### src/rtl/usr_shift_sequencer.sv
// usr_shift_sequencer
//   Command-driven controller wrapped around a combinational universal shift
//   datapath (a, s, p; s: 00 left, 01 hold, 10 right, 11 parallel load).
//   Owns the working register data_q and feeds it back through the datapath
//   one step per cycle, which turns a single-step shifter into multi-step
//   load/shift/hold operations.
//
// Ports
//   clk, rst_n           clock, asynchronous active-low reset
//   cmd_valid/cmd_ready  command handshake (ready only in IDLE)
//   cmd_op               00 left, 01 hold, 10 right, 11 load
//   cmd_data             load value (ignored for hold)
//   cmd_count            shift/hold steps, clamped to WIDTH (ignored for load)
//   rsp_valid/rsp_ready  response handshake
//   rsp_data             result word (= data_q)
//   busy                 high in every state except IDLE
//   usr_a, usr_s         operand and mode to the datapath
//   usr_p                datapath result
//
// Optional build macro USR_SHIFT_SEQ_SERIAL_EN adds:
//   serial_out           bit leaving the register on each left/right step
//   serial_valid         high while a left/right step is in progress
module usr_shift_sequencer #(
  parameter int WIDTH = 8,
  parameter int CNT_W = 4
) (
  input  logic             clk,
  input  logic             rst_n,
  input  logic             cmd_valid,
  output logic             cmd_ready,
  input  logic [1:0]       cmd_op,
  input  logic [WIDTH-1:0] cmd_data,
  input  logic [CNT_W-1:0] cmd_count,
  output logic             rsp_valid,
  input  logic             rsp_ready,
  output logic [WIDTH-1:0] rsp_data,
  output logic             busy,
  output logic [WIDTH-1:0] usr_a,
  output logic [1:0]       usr_s,
  input  logic [WIDTH-1:0] usr_p
`ifdef USR_SHIFT_SEQ_SERIAL_EN
  ,
  output logic             serial_out,
  output logic             serial_valid
`endif
);

  typedef enum logic [1:0] {IDLE, LOAD, SHIFT, DONE} state_t;

  localparam logic [1:0] OP_LEFT  = 2'b00;
  localparam logic [1:0] OP_HOLD  = 2'b01;
  localparam logic [1:0] OP_RIGHT = 2'b10;
  localparam logic [1:0] OP_LOAD  = 2'b11;

  localparam logic [CNT_W-1:0] CNT_MAX = CNT_W'(WIDTH);
  localparam logic [CNT_W-1:0] CNT_ONE = CNT_W'(1);

  state_t           state_q, state_d;
  logic [WIDTH-1:0] data_q;
  logic [WIDTH-1:0] data_ld;
  logic [CNT_W-1:0] cnt_q;
  logic [1:0]       op_q;
  logic [CNT_W-1:0] cnt_clamp;
  logic             accept;

  // More than WIDTH steps cannot change the result further, so clamp.
  assign cnt_clamp = (cmd_count > CNT_MAX) ? CNT_MAX : cmd_count;
  assign accept    = cmd_valid && (state_q == IDLE);

  // State register
  always_ff @(posedge clk or negedge rst_n) begin
    if (!rst_n) state_q <= IDLE;
    else        state_q <= state_d;
  end

  // Next-state logic
  always_comb begin
    state_d = state_q;
    case (state_q)
      IDLE: begin
        if (accept) begin
          // Hold skips LOAD so the previous result is preserved.
          if (cmd_op == OP_HOLD) state_d = (cnt_clamp != '0) ? SHIFT : DONE;
          else                   state_d = LOAD;
        end
      end
      LOAD: begin
        if (op_q == OP_LOAD) state_d = DONE;
        else                 state_d = (cnt_q != '0) ? SHIFT : DONE;
      end
      SHIFT: begin
        if (cnt_q <= CNT_ONE) state_d = DONE;
      end
      DONE: begin
        if (rsp_ready) state_d = IDLE;
      end
      default: state_d = IDLE;
    endcase
  end

  // Working register, command latches and step counter
  always_ff @(posedge clk or negedge rst_n) begin
    if (!rst_n) begin
      data_q  <= '0;
      data_ld <= '0;
      cnt_q   <= '0;
      op_q    <= OP_HOLD;
    end else begin
      case (state_q)
        IDLE: begin
          if (accept) begin
            op_q    <= cmd_op;
            data_ld <= cmd_data;
            cnt_q   <= cnt_clamp;
          end
        end
        LOAD: data_q <= usr_p;
        SHIFT: begin
          // Fill bits come from the datapath; nothing is substituted here.
          data_q <= usr_p;
          cnt_q  <= cnt_q - CNT_ONE;
        end
        default: ;
      endcase
    end
  end

  // Output logic: everything is decoded from registered state only.
  always_comb begin
    cmd_ready = (state_q == IDLE);
    busy      = (state_q != IDLE);
    rsp_valid = (state_q == DONE);
    rsp_data  = data_q;
    usr_s     = OP_HOLD;
    usr_a     = data_q;
    case (state_q)
      LOAD: begin
        usr_s = OP_LOAD;
        usr_a = data_ld;
      end
      SHIFT: begin
        usr_s = op_q;
        usr_a = data_q;
      end
      default: ;
    endcase
  end

`ifdef USR_SHIFT_SEQ_SERIAL_EN
  always_comb begin
    serial_valid = 1'b0;
    serial_out   = 1'b0;
    if (state_q == SHIFT) begin
      if (op_q == OP_LEFT) begin
        serial_valid = 1'b1;
        serial_out   = data_q[WIDTH-1];
      end else if (op_q == OP_RIGHT) begin
        serial_valid = 1'b1;
        serial_out   = data_q[0];
      end
    end
  end
`endif

endmodule
### config.mk
export PLATFORM = sky130hd
export DESIGN_NAME = usr_shift_sequencer
export DESIGN_NICKNAME = d
export VERILOG_FILES = /design/src/rtl/usr_shift_sequencer.sv
export SDC_FILE = /design/constraint.sdc
export NUM_CORES = 1
export LEC_CHECK = 0
export CAP_MARGIN = 25
export CORE_MARGIN = 2
export CORE_UTILIZATION = 25
export DETAILED_ROUTE_END_ITERATION = 8
export PLACE_DENSITY = 0.58
export REMOVE_ABC_BUFFERS = 1
export SLEW_MARGIN = 20
export SYNTH_ARGS = -nofsm -noshare
export SYNTH_HDL_FRONTEND = slang
export SYNTH_SLANG_ARGS = --single-unit
### constraint.sdc
create_clock -name clk -period 2.6 [get_ports clk]
set_input_delay 0.65 -clock clk [delete_from_list [all_inputs] [get_ports clk]]
set_output_delay 0.65 -clock clk [all_outputs]
set_load 0.1 [all_outputs]
==> run metrics, run 1 <==
clock tree buffer depth=2; clk_skew=0.00191 ns; RSZ-0062 raised after global routing=false; CP delay by family, top=adder cells; Area Overhead vs Synth=56.7%; clk sinks=24; remaining antenna violation count after routing=0; largest cells by area after synthesis=dfrtp_1, mux2_2, ha_1; WHS Path Cells=1; placement row count=25; syn avg cell area=approximately 12 µm²; antenna violations before repair=0; IO Count=47; status=completed; Worst-path clk slew=~0.080 ns; Core Footprint=4790 µm²; CTS tree=yes; first-pass GRT wire length=5.00 mm; fin crit share=around 94%; HP Class=reg -> reg; drt wl/cell=13.7 µm; startpoint class of the critical path=flop; Worst-Margin Slew=approximately 0.53 ns; Critical Path Max Stage Delay=0.46 ns; GRT Util Overall=approximately an eighth; Resize count post-CTS=0; Min-Delay Startpoint=data_ld[3]$_DFFE_PN0P_; CP max stage cell=ha_1; Post-synth EDFFs=0; IO Port Bufs=46; Primary FF master, synth=dfrtp_1; r2r startpoint=state_q[0]$_DFFE_PN0P_; final core utilization=41.1%; Seq/Total Area, Yosys=47.9%; First-pass DRT Iterations=4; Req. time, crit path=1.95 ns; vias in the first global route=1,087; max cap viols=0; Vias/cell=4.52; reg2reg end=cnt_q[3]$_DFFE_PN0P_; Die Width=around 75 µm; max-slew violation count=0; Die Y=74.9 µm; ys async rst share=100%; largest net degree at the start of global routing=25; aggregate routed wire length=3.01 mm; gpl congestion=0.821; Initial Util=a little over a quarter; FF+latch count, synth=24; crit-path cells=inv_1, ha_1, a21oi_1, nor2_1, buf_12; Post-CTS Setup Inserts=0; Ys Warns=0; share of cells above drive strength 1=38.2%; WP data arrival=1.79 ns; root buffer selected by CTS=clkbuf_8; fin crit period=2.44 ns; fill cell count=438; post-synth top area cell=dfrtp_1; post-route design area=1970 µm²; drt drc=0; Worst-Skew Late Latency=0.27 ns; worst r2r path cells=6; Crit. End Element=output port; worst setup margin=between 0.15 and 0.2 ns; Die Area=5610 µm²; Max H-tree Level=1; final setup vio count=0; via count=989; Post-Synthesis Cells=104; DP Worst Slack=0.383 ns; Placed Area=about 1900 µm²; Critical Path Fanout Max=14; Worst R2R Setup Slack=0.73 ns; Max Clk Rate=0.410 GHz; fin nets=185; ant diodes=0; CTS Buf Count=3; synthesized cell area=1260 µm²; gr ovfl total=0; hold violation count in the final report=0; area share of the largest cell type after synthesis=45.8%; Hold Worst Slack=between 0.5 and 0.6 ns; Unique masters post-synth=29; initial DRC count=10; critical path class=reg -> out; Slew headroom=between 60% and 70%; Endpoint, Worst Hold=data_ld[3]$_DFFE_PN0P_; Final HPWL DP=2.33 mm; Worst Path Buf+Inv=2; hold buffers post-CTS=0
-- worst max path at each step --
stage                           startpoint                endpoint  slack, ns  cells after the start
floorplan           state_q[0]$_DFFE_PN0P_  state_q[1]$_DFFE_PN0P_      -0.46                      5
global placement    state_q[1]$_DFFE_PN0P_                usr_a[0]       0.42                      4
detailed placement  state_q[1]$_DFFE_PN0P_                usr_a[0]       0.38                      4
CTS                 state_q[1]$_DFFE_PN0P_                usr_a[0]       0.07                      4
global route        state_q[0]$_DFFE_PN0P_                usr_s[1]       0.01                      5
finish              state_q[0]$_DFFE_PN0P_                usr_s[1]       0.16                      5
-- synthesized netlist by cell type (2+ instances only) --
cell,number
mux2_2,27
dfrtp_1,23
inv_1,9
ha_1,6
nand2_1,4
a21oi_1,3
buf_2,3
o21ai_0,3
nand3b_1,2
nor2_1,2
nor2b_1,2
nor3_1,2
nor3b_1,2
-- state kept, by name (all words and copies together), names as in the netlist --
register	count
data_ld	8
op_q	2
cnt_q	4
rsp_data	8
state_q	2
-- cells in the final DEF (no fill, tap or decap), drive strengths merged, types with 3 or more instances in the layout --
master / instances
nand2: 4
buf: 23
mux2: 27
o21ai: 4
dfrtp: 23
a21oi: 3
ha: 6
clkdlybuf4s50: 25
clkbuf: 3
inv: 9
-- through the flow --
stage | std cells | setup TNS [ns]
6_report | 219 | 0
2_1_floorplan | 100 | -1.17
3_5_place_dp | 215 | 0
5_1_grt | 219 | 0
4_1_cts | 219 | 0
3_3_place_gp | 215 | 0
-- layer usage --
| metal | vias to the layer above | track usage (%) | wire length, µm |
|---|---|---|---|
| li1 | 468 | - | - |
| met1 | 478 | 13.5 | 1210 |
| met2 | 38 | 20.4 | 1450 |
| met3 | 5 | 4.02 | 292 |
| met4 | 0 | 5.16 | 51 |
| met5 | - | 0 | 0 |
-- area by class of cell --
type / instances / area (µm²) / area share (%)
clock buffer: 3 / 41.3 / 2.10
clock inverter: 1 / 30.0 / 1.53
inverter: 9 / 33.8 / 1.72
multi-input combinational: 67 / 604 / 30.7
sequential: 24 / 602 / 30.6
tap: 67 / 83.8 / 4.26
timing repair buffer: 48 / 573 / 29.1
-- kinds of logic after synthesis --
| group | after synthesis | synth area share (%) |
|---|---|---|
| compound gates | 16 | 8.67 |
| fa+ha+maj | 6 | 5.98 |
| buf+inv | 13 | 4.18 |
| flops | 24 | 47.9 |
| mux | 29 | 26.1 |
| simple gates | 16 | 7.17 |
Power of run 1 is not shown: default switching activity piles up to over one toggle a cycle in this logic, so the estimate is an artifact.
==> run 2, diff against run 1 <==
--- a/config.mk
+++ b/config.mk
@@ -8,6 +8,7 @@
 export CAP_MARGIN = 25
 export CORE_MARGIN = 2
 export CORE_UTILIZATION = 25
+export CTS_CLUSTER_DIAMETER = 100
 export DETAILED_ROUTE_END_ITERATION = 8
 export PLACE_DENSITY = 0.58
 export REMOVE_ABC_BUFFERS = 1
==> results of run 2 <==
Same layout as run 1: the final DEF is identical, and so are final timing and power.
Power of run 2 is left out for the same reason.
